--- src/rtl/shift_pkg.sv ---
// shift_pkg: state and direction encodings shared by the shift sequencer and its step stage.
package shift_pkg;
    typedef enum logic [1:0] {
        IDLE  = 2'd0,
        SHIFT = 2'd1,
        DONE  = 2'd2
    } state_t;
    localparam logic SHIFT_RIGHT = 1'b1;
    localparam logic SHIFT_LEFT  = 1'b0;
endpackage

--- src/rtl/shift_step.sv ---
// shift_step: combinational shift or rotate of DATA_WIDTH bits by 0..STEP_BITS positions.
module shift_step
    import shift_pkg::*;
#(
    parameter int DATA_WIDTH = 8,
    parameter int STEP_BITS  = 2,
    parameter int SW         = $clog2(STEP_BITS + 1)
) (
    input  logic [DATA_WIDTH-1:0] data,
    input  logic [SW-1:0]         amount,
    input  logic                  dir,
    input  logic                  wrap,
    output logic [DATA_WIDTH-1:0] result
);
    logic [2*DATA_WIDTH-1:0] dbl, rot_r, rot_l;
    // Rotation reads the wanted window out of the operand concatenated with itself.
    always_comb begin
        dbl    = {data, data};
        rot_r  = dbl >> amount;
        rot_l  = dbl << amount;
        result = wrap ? ((dir == SHIFT_RIGHT) ? rot_r[DATA_WIDTH-1:0] : rot_l[2*DATA_WIDTH-1:DATA_WIDTH])
                      : ((dir == SHIFT_RIGHT) ? data >> amount : data << amount);
    end
endmodule

--- src/rtl/shift_sequencer.sv ---
// shift_sequencer: variable-amount shifter that iterates a fixed-width shift stage once per clock
// between a valid/ready request port and a valid/ready result port.
module shift_sequencer
    import shift_pkg::*;
#(
    parameter BLOCK_NAME       = "shift_sequencer",
    parameter int X            = 0,
    parameter int Y            = 0,
    parameter int DX           = 0,
    parameter int DY           = 0,
    parameter ARCHITECTURE     = "BEHAVIORAL",
    parameter int DATA_WIDTH   = 8,
    parameter int AMOUNT_WIDTH = 4,
    parameter int STEP_BITS    = 2
) (
    input  logic                    clk,
    input  logic                    rst_n,
    input  logic                    in_valid,
    output logic                    in_ready,
    input  logic [DATA_WIDTH-1:0]   in_data,
    input  logic [AMOUNT_WIDTH-1:0] in_amount,
    input  logic                    in_dir,
    input  logic                    in_wrap,
    output logic                    out_valid,
    input  logic                    out_ready,
    output logic [DATA_WIDTH-1:0]   out_data,
    output logic                    busy
);
    localparam int SW = $clog2(STEP_BITS + 1);

    state_t                  state;
    logic [DATA_WIDTH-1:0]   data_q, step_result;
    logic [AMOUNT_WIDTH-1:0] remaining;
    logic                    dir_q, wrap_q;
    logic [SW-1:0]           step;

    always_comb step = (32'(remaining) < STEP_BITS) ? SW'(remaining) : SW'(STEP_BITS);

    // Vendor-specific variants are placeholders; only the behavioural stage is implemented.
    if (ARCHITECTURE == "BEHAVIORAL") begin : g_behav
        shift_step #(.DATA_WIDTH(DATA_WIDTH), .STEP_BITS(STEP_BITS), .SW(SW)) u_step (
            .data   (data_q),
            .amount (step),
            .dir    (dir_q),
            .wrap   (wrap_q),
            .result (step_result)
        );
    end else begin : g_vendor
        assign step_result = '0;
    end

    always_ff @(posedge clk or negedge rst_n) begin
        if (!rst_n) begin
            state     <= IDLE;
            in_ready  <= 1'b1;
            out_valid <= 1'b0;
            busy      <= 1'b0;
            out_data  <= '0;
            remaining <= '0;
            data_q    <= '0;
            dir_q     <= SHIFT_LEFT;
            wrap_q    <= 1'b0;
        end else begin
            case (state)
                IDLE: if (in_valid) begin
                    data_q    <= in_data;
                    remaining <= in_amount;
                    dir_q     <= in_dir;
                    wrap_q    <= in_wrap;
                    in_ready  <= 1'b0;
                    busy      <= 1'b1;
                    if (in_amount == '0) begin
                        state     <= DONE;
                        out_valid <= 1'b1;
                        out_data  <= in_data;
                    end else begin
                        state <= SHIFT;
                    end
                end
                SHIFT: begin
                    data_q    <= step_result;
                    remaining <= remaining - AMOUNT_WIDTH'(step);
                    if (32'(remaining) == 32'(step)) begin
                        state     <= DONE;
                        out_valid <= 1'b1;
                        out_data  <= step_result;
                    end
                end
                DONE: if (out_ready) begin
                    state     <= IDLE;
                    out_valid <= 1'b0;
                    busy      <= 1'b0;
                    in_ready  <= 1'b1;
                end
                default: state <= IDLE;
            endcase
        end
    end
endmodule

--- config.mk ---
export PLATFORM = sky130hd
export DESIGN_NAME = shift_sequencer
export DESIGN_NICKNAME = d
export VERILOG_FILES = /design/src/rtl/shift_pkg.sv /design/src/rtl/shift_step.sv /design/src/rtl/shift_sequencer.sv
export SDC_FILE = /design/constraint.sdc
export NUM_CORES = 1
export LEC_CHECK = 0
export ABC_AREA = 0
export CORE_MARGIN = 5
export CORE_UTILIZATION = 40
export DETAILED_ROUTE_END_ITERATION = 16
export GPL_TIMING_DRIVEN = 0
export PLACE_DENSITY = 0.66
export SYNTH_ARGS = -nofsm -noshare
export SYNTH_HDL_FRONTEND = slang
export SYNTH_HIERARCHICAL = 1
export SYNTH_SLANG_ARGS = --single-unit
--- constraint.sdc ---
create_clock -name clk -period 2.6 [get_ports clk]
set_input_delay 0.52 -clock clk [delete_from_list [all_inputs] [get_ports clk]]
set_output_delay 0.52 -clock clk [all_outputs]
set_load 0.03 [all_outputs]
Word-level counts from Yosys, hierarchy flattened
Cells that the tools add are included.
{"block": "classes", "n_reduce_logical": 11, "shifts": 4, "order_cmp": 1, "n_mux": 27, "n_eq_ne": 7, "n_addsub": 1}
{"cell": "two-way mux 8 bit", "count": 7}
{"cell": "one-hot mux 8 bit (2 select lines)", "count": 2}
{"cell": "<< shifter 16 x 2 -> 16 bit", "count": 1}
{"cell": "right shift 16 x 2 -> 8 bit", "count": 1}
{"cell": "two-way mux 2 bit", "count": 5}
{"cell": "inequality test 2 bit, second input constant", "count": 4}
{"cell": "one-hot mux 4 bit (2 select lines)", "count": 1}
{"cell": "<< shifter 8 x 2 -> 8 bit", "count": 1}
{"cell": "right shift 8 x 2 -> 8 bit", "count": 1}
{"cell": "two-way mux 1 bit", "count": 7}
{"cell": "one-hot mux 2 bit (3 select lines)", "count": 1}
{"cell": "AND reduction 3 bit", "count": 2}
{"cell": "AND reduction 5 bit", "count": 1}
{"cell": "== test 4 x 2 -> 1 bit", "count": 1}
{"cell": "logical NOT 4 bit", "count": 1}
{"cell": "less-than comparator 4 x 2 -> 1 bit, second input constant", "count": 1}
{"cell": "two-way mux 4 bit", "count": 1}
{"cell": "one-hot mux 1 bit (2 select lines)", "count": 2}
{"cell": "AND reduction 2 bit", "count": 2}
{"cell": "AND reduction 4 bit", "count": 1}
{"cell": "nonzero test 2 bit", "count": 2}
{"cell": "subtractor 4 x 2 -> 4 bit", "count": 1}
{"cell": "one-hot mux 1 bit (3 select lines)", "count": 1}
{"cell": "nonzero test 3 bit", "count": 1}
{"cell": "other kinds (3)", "count": 3}
{"block": "totals", "register_bits": 27, "elab_cells": 60, "inputBits": 18}

Longest topological paths before layout
{"block": "logic_depth", "depth_word": 7, "ltp_mapped": 9, "depth_no_buf": 7}

Modules after synthesis
The synthesis kept the hierarchy.
{"mod": "shift_sequencer", "cells_each": 135, "area_each_um2": 1475.2, "n_inst": 1}
{"mod": "shift_step", "cells_each": 61, "area_each_um2": 473.0, "n_inst": 1}

Least setup slack after synthesis
No wires, ideal clock.
{"block": "synth_timing", "path_kind": "register -> register", "startpoint": "reg remaining[1]", "endpoint": "reg out_data[4]", "required_ns": 2.475, "path_stages_with_launch": 9, "synth_period_minus_slack_ns": 2.569, "n_path_buf": 1, "setup_slack_ns": 0.031, "setup_ns": 0.125, "arrival_time_ns": 2.444, "cell_sequence": "dfrtp_1 > or3_1 > nor2_1 > buf_6 > mux4_2 > and2_0 > a31o_1 > mux2_2 > mux2_4"}
{"block": "synth_via", "elab_chain_len": 7, "elab_cells_between_ends": 14, "classes_between": "order compare: 1; eq/ne: 2; shift: 4; mux: 6; reduce/logical: 1"}
{"element": "from (decl)", "line": "shift_sequencer.sv:33", "text": "logic [AMOUNT_WIDTH-1:0] remaining;"}
{"element": "from (signal assigned)", "line": "shift_sequencer.sv:67", "text": "remaining <= in_amount;"}
{"element": "from (signal assigned)", "line": "shift_sequencer.sv:82", "text": "remaining <= remaining - AMOUNT_WIDTH'(step);"}
{"element": "less-than comparator 4 x 2 -> 1 bit", "line": "shift_sequencer.sv:37", "text": "always_comb step = (32'(remaining) < STEP_BITS) ? SW'(remaining) : SW'(STEP_BITS);"}
{"element": "two-way mux 2 bit *", "line": "shift_sequencer.sv:37"}
{"element": "named net step[1]", "line": "shift_sequencer.sv:35", "text": "logic [SW-1:0] step;"}
{"element": "<< shifter 8 x 2 -> 8 bit, or another cell as far along", "line": "shift_step.sv:22", "text": ": ((dir == SHIFT_RIGHT) ? data >> amount : data << amount);"}
{"element": "two-way mux 8 bit, on equally long branches", "line": "shift_step.sv:22, shift_step.sv:21"}
{"element": "two-way mux 8 bit *", "line": "shift_step.sv:21", "text": "result = wrap ? ((dir == SHIFT_RIGHT) ? rot_r[DATA_WIDTH-1:0] : rot_l[2*DATA_WIDTH-1:DATA_WIDTH])"}
{"element": "named net step_result[4]", "line": "shift_sequencer.sv:32", "text": "logic [DATA_WIDTH-1:0] data_q, step_result;"}
{"element": "two-way mux 8 bit *", "line": "shift_sequencer.sv:83", "text": "if (32'(remaining) == 32'(step)) begin"}
{"element": "one-hot mux 8 bit (2 select lines) *", "line": "shift_sequencer.sv:64", "text": "case (state)"}
{"element": "to (signal assigned)", "line": "shift_sequencer.sv:75", "text": "out_data <= in_data;"}
{"element": "to (signal assigned)", "line": "shift_sequencer.sv:86", "text": "out_data <= step_result;"}
{"element": "to (decl)", "line": "shift_sequencer.sv:26", "text": "output logic [DATA_WIDTH-1:0] out_data,"}
The timed path passes the listed nets; every way through them passes the cells marked *. The select of a mux whose other input is x is not followed.
A chain may end at the register's enable or synchronous reset.

Worst setup path after layout
Same ends and word-level chain as after synthesis.

==> results.toml <==
[status]
status = "complete, no violations"

[floorplanning]
core_area_um2 = 4720
start_util_pct = 41.2
rows = 25
fp.dieH_um = 79.8
die-width_um = 79.8
io_pins = 29
dieArea_um2 = 6370

[grt]
grt_pass1_wl_um = 8230
grt_max_degree = 28
antenna_found_initial = 0
grt_pass1_vias = 1644
grt_remaining_overflow = 0
grtUsageTotal_pct = 16.2

[cts]
numCtsBuffers = 3
clk_pin_slew_ns = 0.10
cts_htree_levels = 1
clockBufferDepth = 2
cts_tree = "yes"
root_buffer = "clkbuf_8"
clock_latency_ns = 0.28
holdBufCountCts = 0
cts.sinks = 27

[placement]
portBuffers = 28
gp_congestion = 0.935
dp_hpwl_um = 3450
dp.cells = 291
placed_area_um2 = 2310

[hold_path]
min_path_type = "in -> async"

[route]
viasPerCell = 5.54
via_count = 1646
drt_wl_total_um = 4770
drc = 0
avgRoutedWirePerCell_um = 16.1
drt_iter0_markers = 207
final_antenna_net_count = 0
dr.pass1.iters = 4

[power_and_ir_drop]
power.leakage_nw = 0.962
cellPowerDensity_nw_per_um2 = 1320
peakVddDrop_uv = 678
total_power_mw = 3.16

[worst_setup_path]
required_ns = 2.77
cpMostUsedCell = "mux2_4"
crit_family = "multiplexers"
cp_max_fo = 7
path_cells = "or3_4, nor2_4, buf_6, mux4_2, and2_4, a31o_1, mux2_4, mux2_4"
crit_slowest_cell = "mux4_2"
crit_arrival_ns = 2.71
path_buf_inv = 1
worst_setup_path_start_kind = "flop"
cpPeakStageDelay_ns = 0.49
end_kind = "flop"
critPathKind = "reg -> reg"

[final_layout]
register_area_um2 = 677
multi_input_comb_area_um2 = 1180
n_antenna_cell = 0
final_cells = 297
fillCellCount = 444
areaGrowthSynthToFinish_pct = 22.5
design_area_um2 = 2390
drive_gt1_share_pct = 20.4
fin_nets = 250

[synthesis]
yosysWarnings = 6
synth-simple-area-share_pct = 14.1
seq_area_frac_synth_pct = 34.7
syn_avg_cell_area_um2 = 9.94
muxShareOfSynthArea_pct = 21.5
syn-num-nets = 215
ys_types = 48
synthArstFlopShare_pct = 100
syn_inst = 196
synthXorXnorAreaFrac_pct = 0
synth_top_family_by_area = "compound AO/OA/AOI/OAI gates"
synth_edf_count = 0
synth_area_um2 = 1950
synth_compound_area_share_pct = 23.1
synth-adder-area-share_pct = 0.642
synth-seq-cells = 27
ys.flop_type = "dfrtp_1"

[sta]
timing.final.crit_period_ns = 2.54
final_max_slew_viol_count = 0
grt_setup_unrepaired = "yes"
worst_slew_pin_slew_ns = 0.652
hold_viol_final = 0
setup_viol = 0
max_slew_margin_pct = 56.5
skew_ns = 0.00475
fin_crit_sh_pct = 97.6
max_freq_mhz = 394

[run]
drv_cap = 0
-- flip-flops by register name, summed over array words and instances, names as in the netlist --
| register | count |
|---|---|
| wrap_q | 1 |
| in_ready | 1 |
| data_q | 8 |
| busy | 1 |
| out_data | 8 |
| remaining | 4 |
| dir_q | 1 |
| state | 2 |
| out_valid | 1 |
-- metrics by stage --
step	util (%)	TNS, ns	hold slack (ns)	setup slack (ns)
global placement	49.0	-0.376	0.488	-0.194
CTS	50.4	0	0.525	0.000221
global route	50.5	-0.0232	0.300	-0.0232
finish	50.5	0	0.261	0.0635
floorplan	-	0	0.224	0.0312
detailed placement	49.0	-0.349	0.497	-0.197
-- cell usage after synthesis (2+ instances only) --
library cell | instances | area [µm²]
nand2b_1 | 10 | 62.6
nand2_1 | 7 | 26.3
a21o_1 | 2 | 15.0
clkbuf_1 | 5 | 18.8
inv_1 | 5 | 18.8
nor2_1 | 5 | 18.8
mux2_2 | 10 | 113
buf_2 | 4 | 20.0
a31oi_1 | 2 | 12.5
a211o_1 | 2 | 17.5
o21bai_1 | 2 | 15.0
a211oi_1 | 2 | 15.0
buf_6 | 4 | 45.0
mux2i_1 | 8 | 80.1
a22oi_1 | 9 | 67.6
and2b_1 | 2 | 15.0
mux4_2 | 4 | 90.1
mux2_4 | 9 | 135
a21oi_1 | 21 | 105
nor3_1 | 2 | 10.0
o21ai_0 | 14 | 70.1
o21a_1 | 2 | 15.0
nor2b_1 | 11 | 68.8
dfrtp_1 | 26 | 651
o22ai_1 | 2 | 12.5
nand3_1 | 4 | 20.0
-- cell usage in the layout (no fill, tap or decap), drive strengths merged, types with 2 or more instances in the layout --
master / synthesis / final
nor3: 2 / 2
mux2i: 8 / 8
nand2b: 10 / 10
nor2b: 11 / 11
a21oi: 21 / 21
a21o: 2 / 2
a22oi: 9 / 9
nand3: 4 / 4
o21bai: 2 / 2
and2b: 2 / 2
nor2: 5 / 5
dfrtp: 26 / 26
o22ai: 2 / 2
a31o: 2 / 2
o21a: 2 / 2
a211o: 2 / 2
mux4: 4 / 4
mux2: 19 / 19
clkdlybuf4s50: 0 / 27
clkbuf: 5 / 8
a211oi: 2 / 2
o21ai: 15 / 15
nand2: 7 / 7
and2: 2 / 2
buf: 10 / 13
a31oi: 2 / 2
inv: 5 / 5
-- area by class of cell --
cell class                      instances  share of cell area, %
Buffer                                 15                   3.98
Clock buffer                            3                   1.73
Clock inverter                          1                  0.210
Inverter                                5                  0.786
Multi-Input combinational cell        149                   49.3
Sequential cell                        27                   28.4
Tap cell                               67                   3.51
Timing Repair Buffer                   30                   12.2
-- cell families after synthesis --
family          count (synthesis)
flops                          27
compound gates                 70
mux                            31
other cells                     1
fa+ha+maj                       1
buf+inv                        20
simple gates                   46
-- where the power goes --
part | internal [mW] | switching, mW | total, mW
registers | 0.627 | 0.236 | 0.862
clock network | 0.108 | 0.140 | 0.248
logic | 1.04 | 1.00 | 2.05
-- worst reg2reg max path: stages (launching register included) --
cell and delay, ns:
dfrtp_1 0.42, or3_4 0.40, nor2_4 0.09, buf_6 0.12
mux4_2 0.49, and2_4 0.17, a31o_1 0.22, mux2_4 0.27
mux2_4 0.26
-- repair_timing --
action                     4_1_cts  5_1_grt
setup endpoints to repair        6        2
setup buffers                    2        0
pin swaps                        1        0
gates resized for setup          1        5
-- worst paths after layout --
kind                                   start          end  slack, ns  cells past startpoint
worst min register to register   out_data[3]  out_data[3]       0.52                      1
min in group clk                 out_data[3]  out_data[3]       0.52                      1
worst max register to register  remaining[1]  out_data[4]       0.06                      8
max in group asynchronous              rst_n     state[0]       1.92                      1
worst max-delay path            remaining[1]  out_data[4]       0.06                      8
worst min-delay path                   rst_n    data_q[0]       0.26                      1
-- per-layer routing --
metal	wire (µm)	GRT usage (%)	vias to the layer above
li1	-	-	790
met5	0	0	-
met2	2140	25.0	56
met3	223	1.92	4
met4	53	4.05	0
met1	2360	24.1	796
Note: power is estimated with default switching activity, not from simulation.
==> edit, RTL diff (same flow settings) <==
Reset style: synchronous (`rst_n`), changed in one clocked block.
--- a/src/rtl/shift_sequencer.sv
+++ b/src/rtl/shift_sequencer.sv
@@ -50,5 +50,5 @@
     end
 
-    always_ff @(posedge clk or negedge rst_n) begin
+    always_ff @(posedge clk) begin
         if (!rst_n) begin
             state     <= IDLE;
Check against the original RTL: differs if rst_n is asserted again (counterexample within 4 cycles, from zero or initial values and one cycle with rst_n low); with rst_n held inactive, the same outputs for 10 cycles.
==> edit against the original RTL <==
Sequential cell count stayed put. Maximum frequency increased by 4.3%. Global-route usage fell by 1.4 points. Synthesized area down 9.1%. Design area down 9.4%. Critical endpoint is now out_data[6]. First-iteration DRC count shrank 35%. Worst setup slack improved by 0.10 ns. Utilization shrank 0.54 points. Routed wire length shrank 8.5%.
Power is not compared: it rests on default switching activity, and its combinational part moved more than twofold at a synthesized area within 25%.
==> edit: results (changes against the original RTL) <==
The wire length the detailed router placed on met1 was 2170 um (-8.2%). The number of placed instances with taps included came out at 269 (-7.6%). The buffers inserted during post-CTS setup optimization came out at 0 (-2). The data arrival time of the critical path is 2.62 ns (-0.09 ns). The biggest fanout along the worst timing path is 10 (+3). The reg-to-reg setup timing slack is 0.17 ns (+0.10 ns). The post-route minimum period is 2.43 ns (-0.104 ns).

The async set or reset register ratio after synthesis was 0% (-100 points). The number of multi-input combinational cells in the layout was 139 (-6.7%). The global-route wire length before repair came out at 7400 um (-10%).

The worst slack at placement is 0.203 ns (+0.400 ns). Among all flip-flop cells after synthesis, the most frequent one is sky130_fd_sc_hd__dfxtp_1. The endpoint identified for the worst register-to-register timing path is out_data[6]. The count of plain and timing-repair buffers is 47 (+4.4%). The post-cts repair resize count came out at 0 (-1). The number of inverters outside the clock class in the layout came out at 4 (-1). The total detailed-routing wirelength came out at 4370 um (-8.5%). The layout cell share with drive strength beyond 1 was 14.9% (-5.5 points). The number of nets at the end of the flow is 241 (-3.6%).

The pin count of the biggest net entering global routing is 16 (-43%). The tapcell count came to 52 (-22%). The worst reg-to-reg path cell count is 9 (+1).

The count of different cell masters after synthesis was 52 (+8.3%). On the critical path, the stage with the largest delay is an instance of sky130_fd_sc_hd__or3_1. In this run the critical register-to-register path is launched from remaining[2].

The worst slack on hold paths is 0.455 ns (+0.194 ns). The detailed router's first-iteration violation count came out at 135 (-35%). The kind of cell with the highest combined delay on the critical path is compound AO/OA/AOI/OAI gates. The share of synthesized area occupied by flip-flops and latches came to 30.5% (-4.2 points). The fraction of cell area in non-clock buffers came out at 20.1% (+3.9 points).

The number of cells produced by synthesis came to 189 (-3.6%). The flow ran to the end, and the final reports show no timing, DRC or antenna violations. The setup skew after layout is 0.00175 ns (-0.00300 ns). The cell area after layout came out at 0.00216 sq mm (-9.4%). The commonest cells after synthesis are 27 x sky130_fd_sc_hd__dfxtp_1, 18 x sky130_fd_sc_hd__a211oi_1, 17 x sky130_fd_sc_hd__mux2i_1, 14 x sky130_fd_sc_hd__nor2_1, 13 x sky130_fd_sc_hd__nand2_1. The detailed-routed wire length on met2 came to 2020 um (-5.5%).
==> edit: cell count changes after synthesis, sizes merged, moves of 8 or more <==
cell    before  now
dfxtp        0   27
dfrtp       26    0
mux2        19    1
a211oi       2   19
o21ai       15    3
a21oi       21   11
nor2b       11    1
a22oi        9    0
mux2i        8   17
nor2         5   14
a221oi       1    9
==> edit: cells by family after synthesis <==
logic type | after synthesis | share of synthesized area, %
adders and majority gates | 1 | 0.707
AOI/OAI and AO/OA | 63 | 27.8
buffers and inverters | 23 | 9.54
and+or+nand+nor | 52 | 15.9
other | 1 | 0.212
muxes | 22 | 15.3
DFF | 27 | 30.5
==> edit: per-layer routing <==
metal	GRT usage, %	vias up
li1	-	782
met1	20.4	757
met2	24.1	32
met3	2.36	2
met4	3.50	0
met5	0	-
==> edit: where the power goes <==
group / switching, mW / internal (mW)
sequential: 0.0584 / 0.468
combinational: 0.293 / 0.273
clock: 0.127 / 0.107
total: 0.478 / 0.848
